==> config.mk <==
export PLATFORM = sky130hd
export DESIGN_NAME = dmem_arbiter
export DESIGN_NICKNAME = d
export VERILOG_FILES = /design/src/rtl/dmem_arbiter.sv
export SDC_FILE = /design/constraint.sdc
export NUM_CORES = 1
export LEC_CHECK = 0
export ABC_AREA = 0
export BUFFER_PORTS_ARGS = -buffer_cell sky130_fd_sc_hd__buf_2
export CELL_PAD_IN_SITES_DETAIL_PLACEMENT = 1
export CELL_PAD_IN_SITES_GLOBAL_PLACEMENT = 2
export CORE_ASPECT_RATIO = 2
export CORE_MARGIN = 4
export CORE_UTILIZATION = 33
export DETAILED_ROUTE_END_ITERATION = 10
export PLACE_DENSITY = 0.95
export SLEW_MARGIN = 20
export SYNTH_ARGS = -nofsm -noshare
export SYNTH_HDL_FRONTEND = slang
export SYNTH_SLANG_ARGS = --single-unit
==> constraint.sdc <==
create_clock -name clk -period 10.44 [get_ports clk]
set_input_delay 1.566 -clock clk [delete_from_list [all_inputs] [get_ports clk]]
set_output_delay 1.566 -clock clk [all_outputs]
set_load 0.05 [all_outputs]
==> src/rtl/dmem_arbiter.sv <==
// Two-port data-memory arbiter with byte-enable stores done as read-modify-write.
// Define DMEM_ARB_RR_EN for round-robin tie-breaking; otherwise port 0 has fixed priority.
module dmem_arbiter (
  input  logic        clk,
  input  logic        rst,
  input  logic        p0_req,
  input  logic        p0_we,
  input  logic [31:0] p0_addr,
  input  logic [31:0] p0_wdata,
  input  logic [3:0]  p0_be,
  output logic        p0_gnt,
  output logic [31:0] p0_rdata,
  output logic        p0_err,
  input  logic        p1_req,
  input  logic        p1_we,
  input  logic [31:0] p1_addr,
  input  logic [31:0] p1_wdata,
  input  logic [3:0]  p1_be,
  output logic        p1_gnt,
  output logic [31:0] p1_rdata,
  output logic        p1_err,
  output logic        mem_we,
  output logic [31:0] mem_addr,
  output logic [31:0] mem_wdata,
  input  logic [31:0] mem_rdata
);

  typedef enum logic [1:0] {IDLE, ACCESS, MERGE, DONE} state_t;

  state_t      state;
  state_t      state_nxt;
  logic        owner_p0;
  logic        win;
  logic        capture;
  logic        load_rdata;
  logic        save_old;
  logic        misaligned;
  logic [31:0] word_addr;

  logic        cap_we_p0;
  logic [31:0] cap_addr_p0;
  logic [31:0] cap_wdata_p0;
  logic [3:0]  cap_be_p0;
  logic [31:0] old_word_p1;

  function automatic logic [31:0] merge_bytes(input logic [31:0] new_word,
                                              input logic [31:0] old_word,
                                              input logic [3:0]  be);
    logic [31:0] m;
    m = old_word;
    for (int i = 0; i < 4; i++) begin
      m[8*i +: 8] = be[i] ? new_word[8*i +: 8] : old_word[8*i +: 8];
    end
    return m;
  endfunction

`ifdef DMEM_ARB_RR_EN
  // rr_ptr names the port that wins the next tie; it flips away from whoever was just granted.
  logic rr_ptr;

  always_ff @(posedge clk or negedge rst) begin
    if (!rst) begin
      rr_ptr <= 1'b0;
    end else if (state == DONE) begin
      rr_ptr <= ~owner_p0;
    end
  end

  always_comb begin
    win = (p0_req && p1_req) ? rr_ptr : ~p0_req;
  end
`else
  always_comb begin
    win = ~p0_req;
  end
`endif

  assign misaligned = (cap_addr_p0[1:0] != 2'b00);
  assign word_addr  = {cap_addr_p0[31:2], 2'b00};

  always_ff @(posedge clk or negedge rst) begin
    if (!rst) begin
      state    <= IDLE;
      owner_p0 <= 1'b0;
    end else begin
      state <= state_nxt;
      if (capture) begin
        owner_p0 <= win;
      end
    end
  end

  always_comb begin
    state_nxt  = state;
    mem_we     = 1'b0;
    mem_addr   = 32'h0;
    mem_wdata  = 32'h0;
    capture    = 1'b0;
    load_rdata = 1'b0;
    save_old   = 1'b0;
    case (state)
      IDLE: begin
        if (p0_req || p1_req) begin
          capture   = 1'b1;
          state_nxt = ACCESS;
        end
      end
      ACCESS: begin
        mem_addr   = word_addr;
        load_rdata = 1'b1;
        state_nxt  = DONE;
        // Misaligned and empty-mask stores fall through to DONE without touching memory.
        if (cap_we_p0 && !misaligned) begin
          if (&cap_be_p0) begin
            mem_we    = 1'b1;
            mem_wdata = cap_wdata_p0;
          end else if (|cap_be_p0) begin
            save_old  = 1'b1;
            state_nxt = MERGE;
          end
        end
      end
      MERGE: begin
        mem_addr  = word_addr;
        mem_we    = 1'b1;
        mem_wdata = merge_bytes(cap_wdata_p0, old_word_p1, cap_be_p0);
        state_nxt = DONE;
      end
      DONE: begin
        state_nxt = IDLE;
      end
      default: begin
        state_nxt = IDLE;
      end
    endcase
  end

  // Request capture stage: winner's fields latched on leaving IDLE.
  always_ff @(posedge clk) begin
    if (capture) begin
      cap_we_p0    <= win ? p1_we    : p0_we;
      cap_addr_p0  <= win ? p1_addr  : p0_addr;
      cap_wdata_p0 <= win ? p1_wdata : p0_wdata;
      cap_be_p0    <= win ? p1_be    : p0_be;
    end
    if (save_old) begin
      old_word_p1 <= mem_rdata;
    end
  end

  // Per-port read data holds between grants, so it lives in reset-cleared registers.
  always_ff @(posedge clk or negedge rst) begin
    if (!rst) begin
      p0_rdata <= 32'h0;
      p1_rdata <= 32'h0;
    end else if (load_rdata) begin
      if (owner_p0) begin
        p1_rdata <= cap_we_p0 ? 32'h0 : mem_rdata;
      end else begin
        p0_rdata <= cap_we_p0 ? 32'h0 : mem_rdata;
      end
    end
  end

  always_comb begin
    p0_gnt = (state == DONE) && !owner_p0;
    p1_gnt = (state == DONE) &&  owner_p0;
    p0_err = p0_gnt && misaligned;
    p1_err = p1_gnt && misaligned;
  end

endmodule
# After elaboration in Yosys (flattened, before gate mapping)
# Index checks and enable logic that the tools add are counted.
# W data, S select, Z words.
[totals]
register_bits = 168
inputBits = 174
output_inout_bits = 133
elab_cells = 58
[op_classes]
eq_ne = 4
mux = 28
n_bitwise = 2
n_reduce_logical = 15
[op_table]
columns = ["operator", "n"]
rows = [
  ["$mux W32", 6],
  ["$pmux W32 S2", 1],
  ["$mux W8", 4],
  ["$mux W1", 13],
  ["$pmux W2 S4", 1],
  ["$logic_and A1 B1 Y1", 5],
  ["$eq A2 B2 Y1 const B", 2],
  ["$mux W4", 1],
  ["$reduce_and A2 Y1", 2],
  ["$reduce_and A4 Y1", 1],
  ["$reduce_or A4 Y1", 1],
  ["$eq A2 B1 Y1 const B", 1],
  ["$logic_not A1 Y1", 2],
  ["$logic_not A2 Y1", 1],
  ["$mux W2", 1],
  ["$ne A2 B2 Y1 const B", 1],
  ["$not A1 Y1", 2],
  ["$pmux W1 S2", 1],
  ["$reduce_bool A2 Y1", 1],
  ["$reduce_or A2 Y1", 1],
  ["$logic_or A1 B1 Y1", 1],
]

# Depth between registers and ports, before layout
[depth]
word_depth = 5
ltp_mapped = 7
ltp_nobuf = 5

# Worst setup path before layout
# No wires, ideal clock.
[synth_timing]
path_kind = "register to register"
from = "register cap_we_p0"
to = "register old_word_p1[0] (enable)"
setup_time_ns = 0.513
arrival_ns = 4.214
required_ns = 9.927
setup_slack_ns = 5.713
path_stages_with_launch = 3
path_buffers = 0
period_less_slack_ns = 4.727
cell_sequence = "edfxtp_1 -> or3b_1 -> nor4b_1"
[synth_via]
elab_chain_cells = 3
[synth_lines]
columns = ["item", "line_no", "source"]
rows = [
  ["from (decl)", "40", "logic cap_we_p0;"],
  ["from (signal assigned)", "141", "cap_we_p0 <= win ? p1_we : p0_we;"],
  ["$logic_and A1 B1 Y1", "113", "if (cap_we_p0 && !misaligned) begin"],
  ["$mux W1", "113", ""],
  ["$mux W1", "101", "case (state)"],
  ["net save_old", "36", "logic save_old;"],
  ["to (signal assigned)", "147", "old_word_p1 <= mem_rdata;"],
  ["to (decl)", "44", "logic [31:0] old_word_p1;"],
]
# The timed path passes the listed nets, and every way through them passes these cells.
# A chain may end at the register's enable or synchronous reset.

# Worst setup path after layout
[layout_timing]
from = "register cap_be_p0[0]"
to = "output port mem_wdata[12]"
[layout_via]
elab_chain_cells = 4
[layout_lines]
columns = ["item", "line_no", "source"]
rows = [
  ["from (decl)", "43", "logic [3:0] cap_be_p0;"],
  ["from (signal assigned)", "144", "cap_be_p0 <= win ? p1_be : p0_be;"],
  ["$reduce_and A4 Y1", "114", "if (&cap_be_p0) begin"],
  ["$mux W32", "114", ""],
  ["$mux W32", "113", ""],
  ["$pmux W32 S2", "101", ""],
  ["to (decl)", "24", "output logic [31:0] mem_wdata,"],
]
# Every way passes these cells.

==> impl_results.md <==
* WP data arrival at between 2 and 3 ns
* Fraction of registers with async set/reset at 39.88%
* Via density at 4.870
* Yosys warning count at 0
* Sw Share at 50.81%
* Mapped cell area at 7560 sq um
* CP max stage cell: edfxtp_1
* IO Port Bufs at just over 300
* Dominant cell type by area after synthesis: edfxtp_1
* Maximum capacitance violations at 0
* Largest net degree at the start of global routing at 73
* Slew Viols, Final at 0
* Starting Density at between 30% and 40%
* Sink Count at 168
* Slew Limit Headroom at 36.07%
* Area growth, synth to finish at 30.75%
* Reg2reg path depth at 5
* WS Path Type: register to output pin
* Clock Path Buffers at 2
* Leak pwr at ~4.5 nW
* Fmax at around 240 MHz
* Starting DRT DRC Count at about 220
* HP Class: register to register
* Cells after synthesis at 599
* Initial antenna violation count at 4
* Seq/Total Area, Yosys at around 62%
* CTS H-tree depth at 4
* Vias in the first global route at ~6400
* Tot GR Track Use at 19.48%
* Num rows at between 70 and 80
* Crit path time final at 4.252 ns
* Pre-CTS setup slack at roughly 6.3 ns
* Post-route DRC at 0
* Layout cell share with drive strength beyond 1 at around 47%
* Final period utilization at 40.73%
* Setup violations, final at 0
* Post-synth EDFFs at just over 100
* Worst Hold Depth at 2
* Yosys top cell area share at 40.12%
* Core Region at about 23000 sq um
* Least-Margin Pin Slew at between 0.9 and 1 ns
* Setup Buffers After CTS at 0
* P_sw at roughly 0.0017 W
* Clock-pin transition on the worst setup and hold timing paths at 0.06 ns
* CP startpoint kind: register
* Number of buffers created by CTS at 17
* Largest incremental delay on the critical path at roughly 0.73 ns
* IO Count at 307
* Most frequent cells in the layout: buf_2 (303), edfxtp_1 (101), nand2_1 (98)
* Most common cell after layout, fill and taps aside: buf_2
* Die Y at 222.1 microns
* Crit path max fanout at 33
* Max VDD drop at 0.0001849 V
* First-pass GRT wire length at 37180 microns
* Design internal power at 0.001650 W
* CP Capture Type: output pin
* Distinct cells, synth at 30
* Inst Count DP at 1148
* Root Buffer: clkbuf_16
* Worst-path cell chain: and4_4 > nand4_4 > o22ai_1 > buf_2
* Status: completed
* Die Wd at ~120 microns
* CTS tree: yes
* Layout Skew at roughly 0.0062 ns
* Synth Flop Type: edfxtp_1
* Gpl congestion at 0.8480
* Seq cells post-synth at between 150 and 200
* Worst skew pair latency at approximately 0.43 ns
* DRT antenna net count at 0
* Final hold violation count at 0
* Total gr overflow at 0
* Flop pwr share at 30.9%
* Worst Path Required at 8.87 ns
* Post-Route WL at 24700 microns
* Avg Synthesized Cell Area at ~13 sq um
* Vias at 5766
* Power per cell area at 339.3 nW/um^2
* Die area at 25540 sq um
* Layout Cells excl Fill at 1184
* Final net count at approximately 1100
* Post-DP HPWL at approximately 19000 microns
* Initial DRT Pass Iterations at 4
* DR WL/cell at about 21 microns
* RSZ-0062 raised after global routing: false
* Comb pwr share at 50.2%
* Post-route setup TNS at 0 ns
* Area contributors post-synth: edfxtp_1 (40%), dfrtp_1 (22%), mux2_2 (10%), nand2_1 (4.9%), o21ai_0 (4.4%)
* Filler cells at 2546
* Clock share of power at 18.8%
* Final worst-path setup slack at between 6 and 7 ns
* Hold Buf Count CTS at 0
* CTS resizes at 0
## worst paths after layout
| path | startpoint | slack, ns | end |
|---|---|---|---|
| hold / removal | p0_rdata[11] | 0.48 | p0_rdata[11] |
| max in group asynchronous | rst | 8.49 | p1_rdata[4] |
| setup / recovery | cap_be_p0[0] | 6.19 | mem_wdata[12] |
| min in group asynchronous | rst | 1.34 | p0_rdata[24] |
| hold reg to reg | p0_rdata[11] | 0.48 | p0_rdata[11] |
| setup reg to reg | state[0] | 8.18 | cap_wdata_p0[5] |
## sequential cells by signal (all words and copies together), names as in the netlist
| name | count |
|---|---|
| owner_p0 | 1 |
| cap_be_p0 | 4 |
| cap_addr_p0 | 32 |
| cap_we_p0 | 1 |
| p1_rdata | 32 |
| cap_wdata_p0 | 32 |
| old_word_p1 | 32 |
| state | 2 |
| p0_rdata | 32 |
## through the flow
step / hold slack [ns] / instance area, sq um / power (W) / utilization, %
after detailed placement: 0.4654 / 9275 / 0.002764 / 40.96
final: 0.4755 / 9884 / 0.003354 / 43.66
after CTS: 0.4824 / 9869 / 0.003405 / 43.59
after floorplan: 0.4976 / 7564 / 0.002282 / -
after global routing: 0.5175 / 9884 / 0.003538 / 43.66
after global placement: 0.4567 / 9275 / 0.002732 / 40.96
## worst max-delay path, delay by kind of cell (launching register included)
family	cells	cell delay, ns
AOI/OAI and AO/OA	1	0.35
buffers and inverters	1	0.30
DFF	1	0.73
and+or+nand+nor	2	0.87
## power by group through the flow
stage	Clock [W]	Sequential [W]	Combinational [W]
global route	0.000677	0.00106	0.00180
CTS	0.000650	0.00104	0.00171
finish	0.000632	0.00104	0.00168
global placement	0	0.00104	0.00169
detailed placement	0	0.00105	0.00171
floorplan	0	0.00142	0.000865
## cell usage after synthesis (5+ instances only)
cell type,number
and2_1,31
buf_2,10
buf_6,6
clkbuf_1,24
dfrtp_1,67
edfxtp_1,101
ha_1,5
mux2_2,70
mux2i_1,32
nand2_1,99
nand2b_1,33
o21ai_0,66
o22ai_1,31
## logic make-up (layout without fill, tap and decap cells)
group | count (synthesis) | after routing | share of synthesized area (%)
AO/OA/AOI/OAI | 102 | 102 | 7.498
adder cells (fa/ha/maj) | 5 | 5 | 0.8275
buffers and inverters | 47 | 347 | 3.244
flip-flops | 168 | 168 | 62.30
multiplexers | 102 | 102 | 14.66
other | 1 | 6 | 0.04960
AND/OR/NAND/NOR | 174 | 174 | 11.42
## per-layer routing
metal | track usage, % | share of wire [%] | vias to the layer above
met5 | 0 | 0 | -
met4 | 8.870 | 3.7 | 0
met3 | 3.961 | 5.0 | 50
met2 | 36.12 | 56 | 232
met1 | 20.45 | 35 | 2775
li1 | - | - | 2709
## cell type report
class	count	area, sq um	area share [%]
Clock buffer	19	464.2	4.696
Timing Repair Buffer	311	1577	15.95
Inverter	4	16.27	0.1646
Multi-Input combinational cell	385	2628	26.58
Sequential cell	168	4710	47.65
Tap cell	280	350.3	3.544
Clock inverter	13	130.1	1.316
Antenna cell	4	10.01	0.1013
(Power assumes the default switching activity.)
